--- config.mk ---
export PLATFORM = sky130hd
export DESIGN_NAME = spi_slave_param
export DESIGN_NICKNAME = d
export VERILOG_FILES = /design/src/rtl/spi_slave_param.sv
export SDC_FILE = /design/constraint.sdc
export NUM_CORES = 1
export LEC_CHECK = 0
export ABC_AREA = 1
export BUFFER_PORTS_ARGS = -buffer_cell sky130_fd_sc_hd__buf_4
export CORE_MARGIN = 2
export CORE_UTILIZATION = 50
export CTS_CLUSTER_DIAMETER = 50
export DETAILED_ROUTE_END_ITERATION = 6
export GPL_ROUTABILITY_DRIVEN = 0
export GPL_TIMING_DRIVEN = 0
export PLACE_DENSITY = 0.74
export RECOVER_POWER = 25
export SYNTH_ARGS = -nofsm -noshare
export SYNTH_HDL_FRONTEND = slang
export SYNTH_SLANG_ARGS = --single-unit
--- constraint.sdc ---
create_clock -name clk -period 1.3 [get_ports clk]
set_input_delay 0.065 -clock clk [delete_from_list [all_inputs] [get_ports clk]]
set_output_delay 0.065 -clock clk [all_outputs]
set_load 0.02 [all_outputs]
--- src/rtl/spi_slave_param.sv ---
// spi_slave_param: parametrised SPI slave front end between an SPI master and
// the single-port RAM rx/tx handshake. One MOSI bit per rising clk edge while
// SS_n is low; read data is returned MSB first on MISO.
module spi_slave_param #(
  parameter int unsigned DATA_W      = 8,
  parameter int unsigned TX_WAIT_MAX = 15
) (
  input  logic              clk,
  input  logic              rst,
  input  logic              SS_n,
  input  logic              MOSI,
  output logic              MISO,
  output logic [DATA_W+1:0] rx_data,
  output logic              rx_valid,
  input  logic [DATA_W-1:0] tx_data,
  input  logic              tx_valid,
  output logic              frame_err,
  output logic              busy
);

  localparam int unsigned         BIT_CW      = $clog2(DATA_W + 2);
  localparam int unsigned         WAIT_CW     = $clog2(TX_WAIT_MAX + 1);
  localparam logic [BIT_CW-1:0]   LAST_RX_BIT = BIT_CW'(DATA_W);
  localparam logic [BIT_CW-1:0]   LAST_TX_BIT = BIT_CW'(DATA_W - 1);
  localparam logic [WAIT_CW-1:0]  WAIT_LAST   = WAIT_CW'(TX_WAIT_MAX - 1);

  typedef enum logic [2:0] {
    IDLE, CHK_CMD, WRITE, READ_ADD, READ_DATA, WAIT_TX, SHIFT_OUT, DONE
  } state_t;

  state_t              state_q, state_d;
  logic [DATA_W+1:0]   rx_data_q, rx_data_d;
  logic                rx_valid_q, rx_valid_d;
  logic                frame_err_q, frame_err_d;
  logic                miso_q, miso_d;
  logic                rd_pending_q, rd_pending_d;
  logic                complete_q, complete_d;
  logic [BIT_CW-1:0]   bit_cnt_q, bit_cnt_d;
  logic [WAIT_CW-1:0]  wait_cnt_q, wait_cnt_d;
  logic [DATA_W-1:0]   tx_shift_q, tx_shift_d;
  logic [DATA_W+1:0]   rx_shift;
  logic                frame_ok;

  assign rx_shift  = {rx_data_q[DATA_W:0], MOSI};
  assign MISO      = miso_q;
  assign rx_data   = rx_data_q;
  assign rx_valid  = rx_valid_q;
  assign frame_err = frame_err_q;
  assign busy      = (state_q != IDLE);

  // Next-state, frame capture, consistency check and read-back sequencing.
  always_comb begin
    state_d      = state_q;
    rx_data_d    = rx_data_q;
    rx_valid_d   = 1'b0;
    frame_err_d  = 1'b0;
    miso_d       = 1'b0;
    rd_pending_d = rd_pending_q;
    complete_d   = complete_q;
    bit_cnt_d    = bit_cnt_q;
    wait_cnt_d   = wait_cnt_q;
    tx_shift_d   = tx_shift_q;
    // Second opcode bit: free in WRITE, 0 for READ_ADD, 1 for READ_DATA.
    frame_ok     = (state_q == WRITE) || (rx_shift[DATA_W] == (state_q == READ_DATA));

    case (state_q)
      IDLE: begin
        if (!SS_n) begin
          state_d    = CHK_CMD;
          bit_cnt_d  = '0;
          complete_d = 1'b0;
        end
      end
      CHK_CMD: begin
        if (SS_n) begin
          state_d     = IDLE;
          frame_err_d = 1'b1;
        end else begin
          rx_data_d = {{(DATA_W+1){1'b0}}, MOSI};
          if (!MOSI)             state_d = WRITE;
          else if (!rd_pending_q) state_d = READ_ADD;
          else                   state_d = READ_DATA;
        end
      end
      WRITE, READ_ADD, READ_DATA: begin
        if (SS_n) begin
          state_d     = IDLE;
          frame_err_d = !complete_q;
        end else if (!complete_q) begin
          rx_data_d = rx_shift;
          bit_cnt_d = bit_cnt_q + 1'b1;
          if (bit_cnt_q == LAST_RX_BIT) begin
            // Frame finished: completed or rejected frames both freeze here.
            complete_d = 1'b1;
            if (frame_ok) begin
              rx_valid_d = 1'b1;
              if (state_q == READ_ADD) rd_pending_d = 1'b1;
              if (state_q == READ_DATA) begin
                state_d    = WAIT_TX;
                wait_cnt_d = '0;
              end
            end else begin
              frame_err_d = 1'b1;
            end
          end
        end
      end
      WAIT_TX: begin
        if (SS_n) begin
          state_d     = IDLE;
          frame_err_d = 1'b1;
        end else if (tx_valid) begin
          tx_shift_d = tx_data << 1;
          miso_d     = tx_data[DATA_W-1];
          bit_cnt_d  = '0;
          state_d    = SHIFT_OUT;
        end else if (wait_cnt_q == WAIT_LAST) begin
          frame_err_d = 1'b1;
          state_d     = DONE;
        end else begin
          wait_cnt_d = wait_cnt_q + 1'b1;
        end
      end
      SHIFT_OUT: begin
        if (SS_n) begin
          state_d     = IDLE;
          frame_err_d = 1'b1;
        end else if (bit_cnt_q == LAST_TX_BIT) begin
          rd_pending_d = 1'b0;
          state_d      = DONE;
        end else begin
          miso_d     = tx_shift_q[DATA_W-1];
          tx_shift_d = tx_shift_q << 1;
          bit_cnt_d  = bit_cnt_q + 1'b1;
        end
      end
      DONE: begin
        if (SS_n) state_d = IDLE;
      end
      default: state_d = IDLE;
    endcase
  end

  // State and output registers with asynchronous reset.
  always_ff @(posedge clk or posedge rst) begin
    if (rst) begin
      state_q      <= IDLE;
      rx_data_q    <= '0;
      rx_valid_q   <= 1'b0;
      frame_err_q  <= 1'b0;
      miso_q       <= 1'b0;
      rd_pending_q <= 1'b0;
      complete_q   <= 1'b0;
      bit_cnt_q    <= '0;
      wait_cnt_q   <= '0;
      tx_shift_q   <= '0;
    end else begin
      state_q      <= state_d;
      rx_data_q    <= rx_data_d;
      rx_valid_q   <= rx_valid_d;
      frame_err_q  <= frame_err_d;
      miso_q       <= miso_d;
      rd_pending_q <= rd_pending_d;
      complete_q   <= complete_d;
      bit_cnt_q    <= bit_cnt_d;
      wait_cnt_q   <= wait_cnt_d;
      tx_shift_q   <= tx_shift_d;
    end
  end

endmodule
Yosys cells after proc, flatten, opt, wreduce, memory -nomap -nowiden --
Index checks and enable logic that the tools add are counted.
Storage, ports and cells: register bits 34, bits in latches 0, RAM bits 0, ROM bits 0, memories kept 0
Cells by class: add/sub/neg operators 2, multiply operators 0, divide/modulo/power cells 0, magnitude comparators 0, equality and inequality tests 33, shift operators 0, muxes and demuxes 74, bitwise gates (word level) 0, reductions and logical operators 19
Operators by type and width (number):
- 4-bit two-way mux | 15
- 3-bit two-way mux | 15
- 8-bit two-way mux | 4
- 2-bit inequality test (second input constant) | 16
- 10-bit two-way mux | 3
- 1-bit two-way mux | 28
- 8-bit AND reduction | 3
- 10-bit case mux with 2 select lines | 1
- 3-bit case mux with 6 select lines | 1
- 4-bit case mux with 4 select lines | 1
- 8-bit case mux with 2 select lines | 1
- 3-bit inequality test (second input constant) | 5
- 3-bit equality test (second input constant) | 4
- 2-bit nonzero test | 5
- 9-bit AND reduction | 1
- 4-bit by 1-bit adder with 4-bit output (second input constant) | 2
- 4-bit equality test (second input constant) | 2
- 4-bit case mux with 2 select lines | 1
- 3-bit by 2-bit equality test with 1-bit output (second input constant) | 2
- 1-bit case mux with 2 select lines | 3
- 5-bit AND reduction | 1
- 4-bit by 3-bit equality test with 1-bit output (second input constant) | 1
- 4-bit inequality test (second input constant) | 1
- 4-bit AND reduction | 1
- other kinds (11) | 11

Longest topological paths before layout --
Gate-level depths: netlist of the first run.
word-level depth 8, mapped depth 11, gate-level depth less buffers 10

Worst setup path before layout of the first run --
OpenSTA, ideal clock, no wires.
kind register to register, start point reg state_q[0], end point reg bit_cnt_q[2], library setup time 66 ps, arrival 1353 ps, required time 1234 ps, slack -118 ps, stages on the path, launching flop included 9, buffers on the path 1, path through dfrtp_1 -> buf_4 -> nor2_1 -> nand2_1 -> o21ai_0 -> nor2_2 -> nand2_2 -> nand2_1 -> nand2_1
Between the ends: cells in the longest elaborated chain, start to end 4
RTL lines:
- start, declared | RTL line 31 | state_t state_q, state_d;
- start signal, assigned | RTL line 158 | state_q <= state_d;
- 3-bit by 2-bit equality test with 1-bit output or 3-bit equality test (tied branches) | RTL line 66 | case (state_q)
- 3-bit OR reduction | RTL line 66
- 4-bit nonzero test (no line) or 2-bit inequality test (tied branches)
- 8-bit AND reduction (no line)
- end signal, assigned | RTL line 165 | bit_cnt_q <= bit_cnt_d;
- end, declared | RTL line 38 | logic [BIT_CW-1:0] bit_cnt_q, bit_cnt_d;
Several ways; a longest one is shown, not always the timed one. A chain may end at the register's enable or synchronous reset.

Worst setup path after layout of the first run --
start point reg state_q[1], end point reg rx_data_q[9] (netlist: rx_data[9])
Between the ends: cells in the longest elaborated chain, start to end 4
RTL lines:
- 3-bit by 2-bit equality test with 1-bit output or 3-bit equality test (tied branches) | RTL line 66
- 3-bit OR reduction | RTL line 66
- 2-bit inequality test (no line) or 2-bit nonzero test (tied branches)
- 4-bit AND reduction (no line)
- end signal, assigned | RTL line 159 | rx_data_q <= rx_data_d;
- end, declared | RTL line 32 | logic [DATA_W+1:0] rx_data_q, rx_data_d;
Several ways; a longest one is shown, not always the timed one.

==> flow_summary_export.csv, run 1 <==
group,metric,value,unit
synth,synth-compound-area-share,8.38,%
global_routing,first_global_vias,1769,
global_routing,grt_antenna_before_repair,0,
synth,post_synth_xor_area_fraction,1.79,%
layout,drive_gt1_share,38.9,%
detailed_routing,drtAntennaViolNets,0,
synth,synth-simple-area-share,36.5,%
global_routing,grt_start_max_net_pins,34,
setup_path,criticalPathCategory,"reg -> reg",
setup_path,crit_path_max_fanout,6,
setup_path,critical_path_required,1.48,ns
timing,worst_slew_margin_rel,51.7,%
synth,ys_seq_area_share,42.2,%
timing,fmax,0.662,GHz
timing,worst-slew-pin-transition,0.720,ns
power,seqPwrFrac,29.9,%
setup_path,r2r_setup_slack,-0.21,ns
clocking,insertion_delay,0.30,ns
setup_path,rr_worst_depth,10,
floorplan,die_x,66.6,µm
detailed_routing,post_drt_wl_per_cell,13.7,µm
clocking,cts_tree,"done",
timing,final_min_period_over_clock_period,116,%
power,netsw,0.00195,W
synth,synthMuxAreaShare,0,%
clocking,cts-buffers-inserted,5,
synth,syn_nets,279,
timing,finClkSkew,0.00726,ns
clocking,ctsLongestPathBuffers,2,
synth,yosysWarningCount,0,
setup_path,crit_path_start_kind,"register",
power,power_density,1710,nW/µm²
power,swShare,41.7,%
timing,finalWorstSetupSlack,-0.210,ns
synth,yosys_register_bits,33,
global_routing,met3_usage,5.74,%
detailed_routing,via_count,1900,
synth,yosys.area_share.adder,2.56,%
placement,placed_cells_incl_taps,336,
timing,fin_crit,1.51,ns
layout,register_cell_area_after_layout,827,µm²
layout,num_antenna_cells,0,
floorplan,coreArea,3720,µm²
detailed_routing,route.detailed.drc,0,
placement,dp_hpwl,3020,µm
synth,postSynthAreaPerCell,7.47,µm²
layout,post-route-cell-area,2740,µm²
layout,final_net_count,330,
hold_path,hold-path-cell-count,3,
clocking,numClockSinks,33,
run_status,failed_checks,"setup timing",
layout,fillCellCount,297,
power,pwr-share-comb,51.4,%
timing,timing.final.max_slew_violations,0,
hold_path,min_from,"tx_data[0]",
run_status,status,"finished with violations",
placement,placement.cell_area,2260,µm²
global_routing,grt_util_all_layers,23.7,%
clocking,cts-htree-levels,2,
floorplan,io_pins,27,
global_routing,gr-usage-met2,37.5,%
global_routing,gr-total-overflow,0,
detailed_routing,routed_wirelength,4970,µm
synth,combinational_family_with_the_most_area_after_synthesis,"simple AND/OR/NAND/NOR gates",
synth,syn_area,1960,µm²
timing,setup_viol,32,
setup_path,rr_startpoint,"state_q[1]",
layout,final_cell_count_no_fill,362,
clocking,post_cts_clock_slew_at_the_launch_and_capture_registers_of_the_worst_setup_and_hold_paths,0.07,ns
power,clock_power_share,18.8,%
floorplan,dieArea,4430,µm²
layout,syn_to_final_growth,40.1,%
floorplan,initial_standard_cell_utilization_of_the_core,52.7,%
global_routing,gr-usage-met1,30.5,%
power,totalPowerFinal,0.00468,W
placement,port-buffer-count,26,
setup_path,worstPathArrival,1.69,ns
timing,grt_setup_unrepaired,"yes",
synth,netlist-cell-type-count,25,
placement,preCtsSetupSlack,-0.204,ns
setup_path,critical_path.endpoint_type,"register",
floorplan,die_h,66.6,µm
detailed_routing,number_of_iterations_in_the_first_detailed_routing_pass,5,
global_routing,grt_first_pass_wirelength,7900,µm
detailed_routing,via_cell_ratio,5.25,
setup_path,setup.worst_path.start,"state_q[1]",
clocking,cts_root_buffer,"sky130_fd_sc_hd__clkbuf_8",
global_routing,top_usage_layer,"met2",
power,cellLeakagePower,1.39,nW
layout,area_of_the_multi_input_gates,1170,µm²
detailed_routing,drtIter0Drc,103,
floorplan,row_count,22,
timing,final-hold-violation-count,0,
layout,final_common_cell,"sky130_fd_sc_hd__nand2_1",
hold_path,holdCritPathClass,"in -> reg",
job,cap_violations,0,
power,p_int,0.00273,W
synth,post_synth_inst_count,262,
power,vdd_ir_drop_max,0.932,mV
layout,commonest_cells_after_routing_fill_and_taps_aside,"sky130_fd_sc_hd__nand2_1, sky130_fd_sc_hd__buf_4, sky130_fd_sc_hd__dfrtp_1, sky130_fd_sc_hd__nand3_1, sky130_fd_sc_hd__inv_1",
Yosys cell counts:
cell type / instances / share of area [%]
sky130_fd_sc_hd__nor2_4: 2 / 1.2
sky130_fd_sc_hd__inv_1: 24 / 4.6
sky130_fd_sc_hd__ha_1: 4 / 2.6
sky130_fd_sc_hd__o21ai_2: 7 / 3.1
sky130_fd_sc_hd__xor2_1: 2 / 0.90
sky130_fd_sc_hd__buf_2: 2 / 0.51
sky130_fd_sc_hd__nand4_1: 4 / 1.3
sky130_fd_sc_hd__a21oi_1: 2 / 0.51
sky130_fd_sc_hd__or2_2: 2 / 0.64
sky130_fd_sc_hd__nand3_2: 3 / 1.5
sky130_fd_sc_hd__nor2_2: 3 / 0.96
sky130_fd_sc_hd__o211ai_1: 2 / 0.77
sky130_fd_sc_hd__nor2_1: 19 / 3.6
sky130_fd_sc_hd__clkbuf_1: 1 / 0.19
sky130_fd_sc_hd__xnor2_1: 2 / 0.90
sky130_fd_sc_hd__nand2_1: 75 / 14
sky130_fd_sc_hd__o21ai_1: 3 / 0.77
sky130_fd_sc_hd__dfrtp_1: 33 / 42
sky130_fd_sc_hd__inv_2: 6 / 1.2
sky130_fd_sc_hd__a21boi_0: 1 / 0.38
sky130_fd_sc_hd__nand2_2: 6 / 1.9
sky130_fd_sc_hd__nand3_1: 43 / 11
sky130_fd_sc_hd__buf_4: 4 / 1.5
sky130_fd_sc_hd__o21ai_0: 11 / 2.8
sky130_fd_sc_hd__buf_6: 1 / 0.58
logic make-up after synthesis:
group / after synthesis
adder cells (fa/ha/maj): 4
AO/OA/AOI/OAI: 26
AND/OR/NAND/NOR: 157
buffers and inverters: 38
XOR/XNOR: 4
flip-flops: 33
layer usage:
layer  wire length [µm]  share of wire, %
met1               2140                43
met2               2510                51
met3                175               3.5
met4                132               2.7
met5                  0                 0
worst max-delay path, cell delays in order (launching register included):
cell and delay, ns:
sky130_fd_sc_hd__dfrtp_2 0.44, sky130_fd_sc_hd__buf_12 0.15, sky130_fd_sc_hd__inv_4 0.06, sky130_fd_sc_hd__nand2_4 0.05
sky130_fd_sc_hd__nand3_2 0.10, sky130_fd_sc_hd__inv_2 0.06, sky130_fd_sc_hd__nand2_2 0.09, sky130_fd_sc_hd__nand2_2 0.08
sky130_fd_sc_hd__buf_4 0.16, sky130_fd_sc_hd__nand3_1 0.09, sky130_fd_sc_hd__nand2_1 0.08
flip-flops by register name, summed over array words and instances, names as in the netlist:
signal	count
rx_data	10
tx_shift_q	7
complete_q	1
frame_err	1
rx_valid	1
state_q	3
bit_cnt_q	4
wait_cnt_q	4
rd_pending_q	1
MISO	1
worst paths after layout:
path,to
setup / recovery,rx_data[9]
hold / removal,tx_shift_q[1]
min in group asynchronous,tx_shift_q[5]
hold reg to reg,tx_shift_q[7]
max in group asynchronous,state_q[1]
setup reg to reg,rx_data[9]
through the flow:
step | hold slack [ns] | setup TNS, ns | utilization (%)
CTS | 0.0268 | -2.90 | 69.8
global route | 0.0625 | -6.28 | 73.8
global placement | 0.290 | -3.45 | 60.9
detailed placement | 0.294 | -3.64 | 60.9
floorplan | 0.175 | -0.0250 | -
finish | 0.0184 | -3.60 | 73.8
power by group through the flow:
| stage | combinational, W | sequential, W | clock [W] |
|---|---|---|---|
| 6_report | 0.00241 | 0.00140 | 0.000878 |
| 3_3_place_gp | 0.00174 | 0.00145 | 0 |
| 3_5_place_dp | 0.00177 | 0.00144 | 0 |
| 4_1_cts | 0.00220 | 0.00139 | 0.000873 |
| 5_1_grt | 0.00264 | 0.00142 | 0.000918 |
| 2_1_floorplan | 0.00129 | 0.00148 | 0 |
layout make-up:
type,instances,area share (%)
Buffer,8,3.38
Tap cell,48,2.19
Clock inverter,1,0.183
Inverter,30,4.38
Clock buffer,7,3.51
Sequential cell,33,30.2
Timing Repair Buffer,44,13.6
Multi-Input combinational cell,191,42.6
repair_timing:
item / CTS / global route
cloned: 2 / 0
pin swaps: 12 / 4
endpoints found under the setup margin: 32 / 33
buffers inserted: 11 / 2
hold buffers: 1 / 1
gates resized for setup: 36 / 22
endpoints found under the hold margin: 1 / 16
Note: power is estimated with default switching activity, not from simulation.
==> inputs of run 2 (changes only) <==
--- a/config.mk
+++ b/config.mk
@@ -15,6 +15,7 @@
 export GPL_TIMING_DRIVEN = 0
 export PLACE_DENSITY = 0.74
 export RECOVER_POWER = 25
+export REMOVE_ABC_BUFFERS = 1
 export SYNTH_ARGS = -nofsm -noshare
 export SYNTH_HDL_FRONTEND = slang
 export SYNTH_SLANG_ARGS = --single-unit
==> flow_summary_export.csv, run 2 (synthesis gave the netlist of run 1 again) <==
group,metric,value,unit
layout,num_antenna_cells,0,
power,cellLeakagePower,1.38,nW
setup_path,worst_path_largest_cell_delay,0.47,ns
job,cap_violations,0,
layout,post-route-cell-area,2690,µm²
setup_path,crit_path_start_kind,"register",
clocking,post_cts_clock_slew_at_the_launch_and_capture_registers_of_the_worst_setup_and_hold_paths,0.06,ns
placement,dp_hpwl,2840,µm
timing,timing.hold.ws,0.00162,ns
timing,fin_crit,1.52,ns
timing,finClkSkew,0.00777,ns
clocking,ctsLongestPathBuffers,2,
timing,final_min_period_over_clock_period,117,%
placement,preCtsSetupSlack,-0.703,ns
layout,drive_gt1_share,38.1,%
setup_path,path_common_cell,"sky130_fd_sc_hd__nand2_1",
run_status,status,"finished with violations",
layout,fillCellCount,290,
clocking,insertion_delay,0.29,ns
setup_path,setup.worst_path.start,"state_q[0]",
setup_path,worst_path_dominant_cell_family,"simple AND/OR/NAND/NOR gates",
detailed_routing,routed_wirelength,4960,µm
floorplan,row_count,22,
clocking,cts_root_buffer,"sky130_fd_sc_hd__clkbuf_8",
setup_path,rr_startpoint,"state_q[0]",
layout,syn_to_final_growth,37.5,%
global_routing,grt_antenna_before_repair,0,
layout,largest_register_ffs,10,
detailed_routing,number_of_iterations_in_the_first_detailed_routing_pass,4,
timing,worst-slew-pin-transition,0.634,ns
floorplan,coreArea,3720,µm²
detailed_routing,drtAntennaViolNets,0,
global_routing,first_global_vias,1774,
global_routing,grt_util_all_layers,24.0,%
power,power_density,1700,nW/µm²
global_routing,grt_first_pass_wirelength,7940,µm
global_routing,grt_start_max_net_pins,34,
detailed_routing,drtIter0Drc,143,
timing,final-hold-violation-count,0,
detailed_routing,route.detailed.drc,0,
layout,final_net_count,328,
floorplan,die_h,66.6,µm
floorplan,die_x,66.6,µm
placement,port-buffer-count,26,
hold_path,min_from,"tx_data[0]",
detailed_routing,via_cell_ratio,5.36,
detailed_routing,via_count,1931,
setup_path,worstPathArrival,1.70,ns
layout,commonest_cells_after_routing_fill_and_taps_aside,"sky130_fd_sc_hd__nand2_1, sky130_fd_sc_hd__buf_4, sky130_fd_sc_hd__nand3_1",
timing,fmax,0.659,GHz
layout,final_common_cell,"sky130_fd_sc_hd__nand2_1",
floorplan,initial_standard_cell_utilization_of_the_core,52.7,%
clocking,numClockSinks,33,
clocking,cts-htree-levels,2,
hold_path,holdCritPathClass,"in -> reg",
floorplan,dieArea,4430,µm²
setup_path,critical_path.endpoint_type,"register",
setup_path,worstPathCellList,"buf_6 > nor2_4 > nand3_1 > nand4_1 > nand2_2 > nand2_1 > nand2_1",
setup_path,criticalPathCategory,"reg -> reg",
clocking,cts-buffers-inserted,5,
global_routing,gr-total-overflow,0,
timing,finalWorstSetupSlack,-0.217,ns
timing,setup_viol,33,
floorplan,io_pins,27,
placement,placement.cell_area,2160,µm²
setup_path,crit_path_top_delay_cell,"sky130_fd_sc_hd__dfrtp_2",
run_status,failed_checks,"setup timing",
setup_path,cp_num_buf_inv,1,
layout,finish.utilization,72.4,%
setup_path,critical_path_required,1.48,ns
detailed_routing,post_drt_wl_per_cell,13.8,µm
timing,grt_setup_unrepaired,"yes",
timing,timing.final.max_slew_violations,0,
timing,worst_slew_margin_rel,57.8,%
setup_path,crit_path_max_fanout,5,
clocking,cts_tree,"done",
power,vdd_ir_drop_max,1.24,mV
run 2: cell count changes in the layout (fill, tap and decap cells not counted), moves of 2 or more:
cell,previous run,this run
sky130_fd_sc_hd__nand3_2,10,5
sky130_fd_sc_hd__dfrtp_1,32,30
sky130_fd_sc_hd__clkbuf_8,8,5
sky130_fd_sc_hd__nand3_1,32,37
sky130_fd_sc_hd__dfrtp_2,1,3
sky130_fd_sc_hd__nand2_1,60,57
sky130_fd_sc_hd__nand2_4,5,9
run 2: repair_timing:
item	4_1_cts	5_1_grt
hold buffers	1	1
endpoints found under the setup margin	33	34
resized for setup	37	37
endpoints found under the hold margin	1	8
pin swaps	15	11
buffers inserted	15	6
run 2: where the power goes:
group	leakage (nW)	switching (W)	internal, W	total, W
sequential	0.434	0.000222	0.00128	0.00150
combinational	0.898	0.00139	0.000919	0.00231
clock	0.0450	0.000386	0.000371	0.000757
total	1.38	0.00200	0.00257	0.00456
run 2: routing by layer:
layer,global-route usage (%),wire length (µm),vias up
met3,5.91,256,15
met2,36.3,2370,62
li1,-,-,944
met5,0,0,-
met4,12.2,160,0
met1,31.9,2170,910
run 2: worst paths after layout:
check	endpoint	slack, ns	depth (start not counted)
setup / recovery	state_q[0]	-0.22	7
hold / removal	tx_shift_q[1]	0.002	3
setup reg to reg	state_q[0]	-0.22	7
hold reg to reg	rd_pending_q	0.52	2
max in group asynchronous	state_q[0]	0.16	4
min in group asynchronous	rx_data[0]	0.23	3
run 2: final cells by class:
class                   instances  area [µm²]  area share (%)
clock buffers                   6        72.6            2.70
clock inverters                 2        10.0           0.372
inverters                      30         130            4.84
multi-input cells             191        1170            43.5
flip-flops and latches         33         830            30.8
well taps                      48        60.1            2.23
repair buffers                 50         417            15.5
run 2: metrics by stage:
| step | std cells | power, W | setup TNS [ns] |
|---|---|---|---|
| 6_report | 360 | 0.00456 | -4.60 |
| 5_1_grt | 360 | 0.00487 | -7.53 |
| 4_1_cts | 352 | 0.00425 | -2.70 |
| 3_5_place_dp | 328 | 0.00301 | -13.68 |
| 3_3_place_gp | 328 | 0.00298 | -13.06 |
| 2_1_floorplan | 254 | 0.00257 | -4.81 |
run 2: worst min-delay path, cell delays in order:
cell and delay, ns:
sky130_fd_sc_hd__buf_4 0.08, sky130_fd_sc_hd__nand3_2 0.06, sky130_fd_sc_hd__o21ai_2 0.05
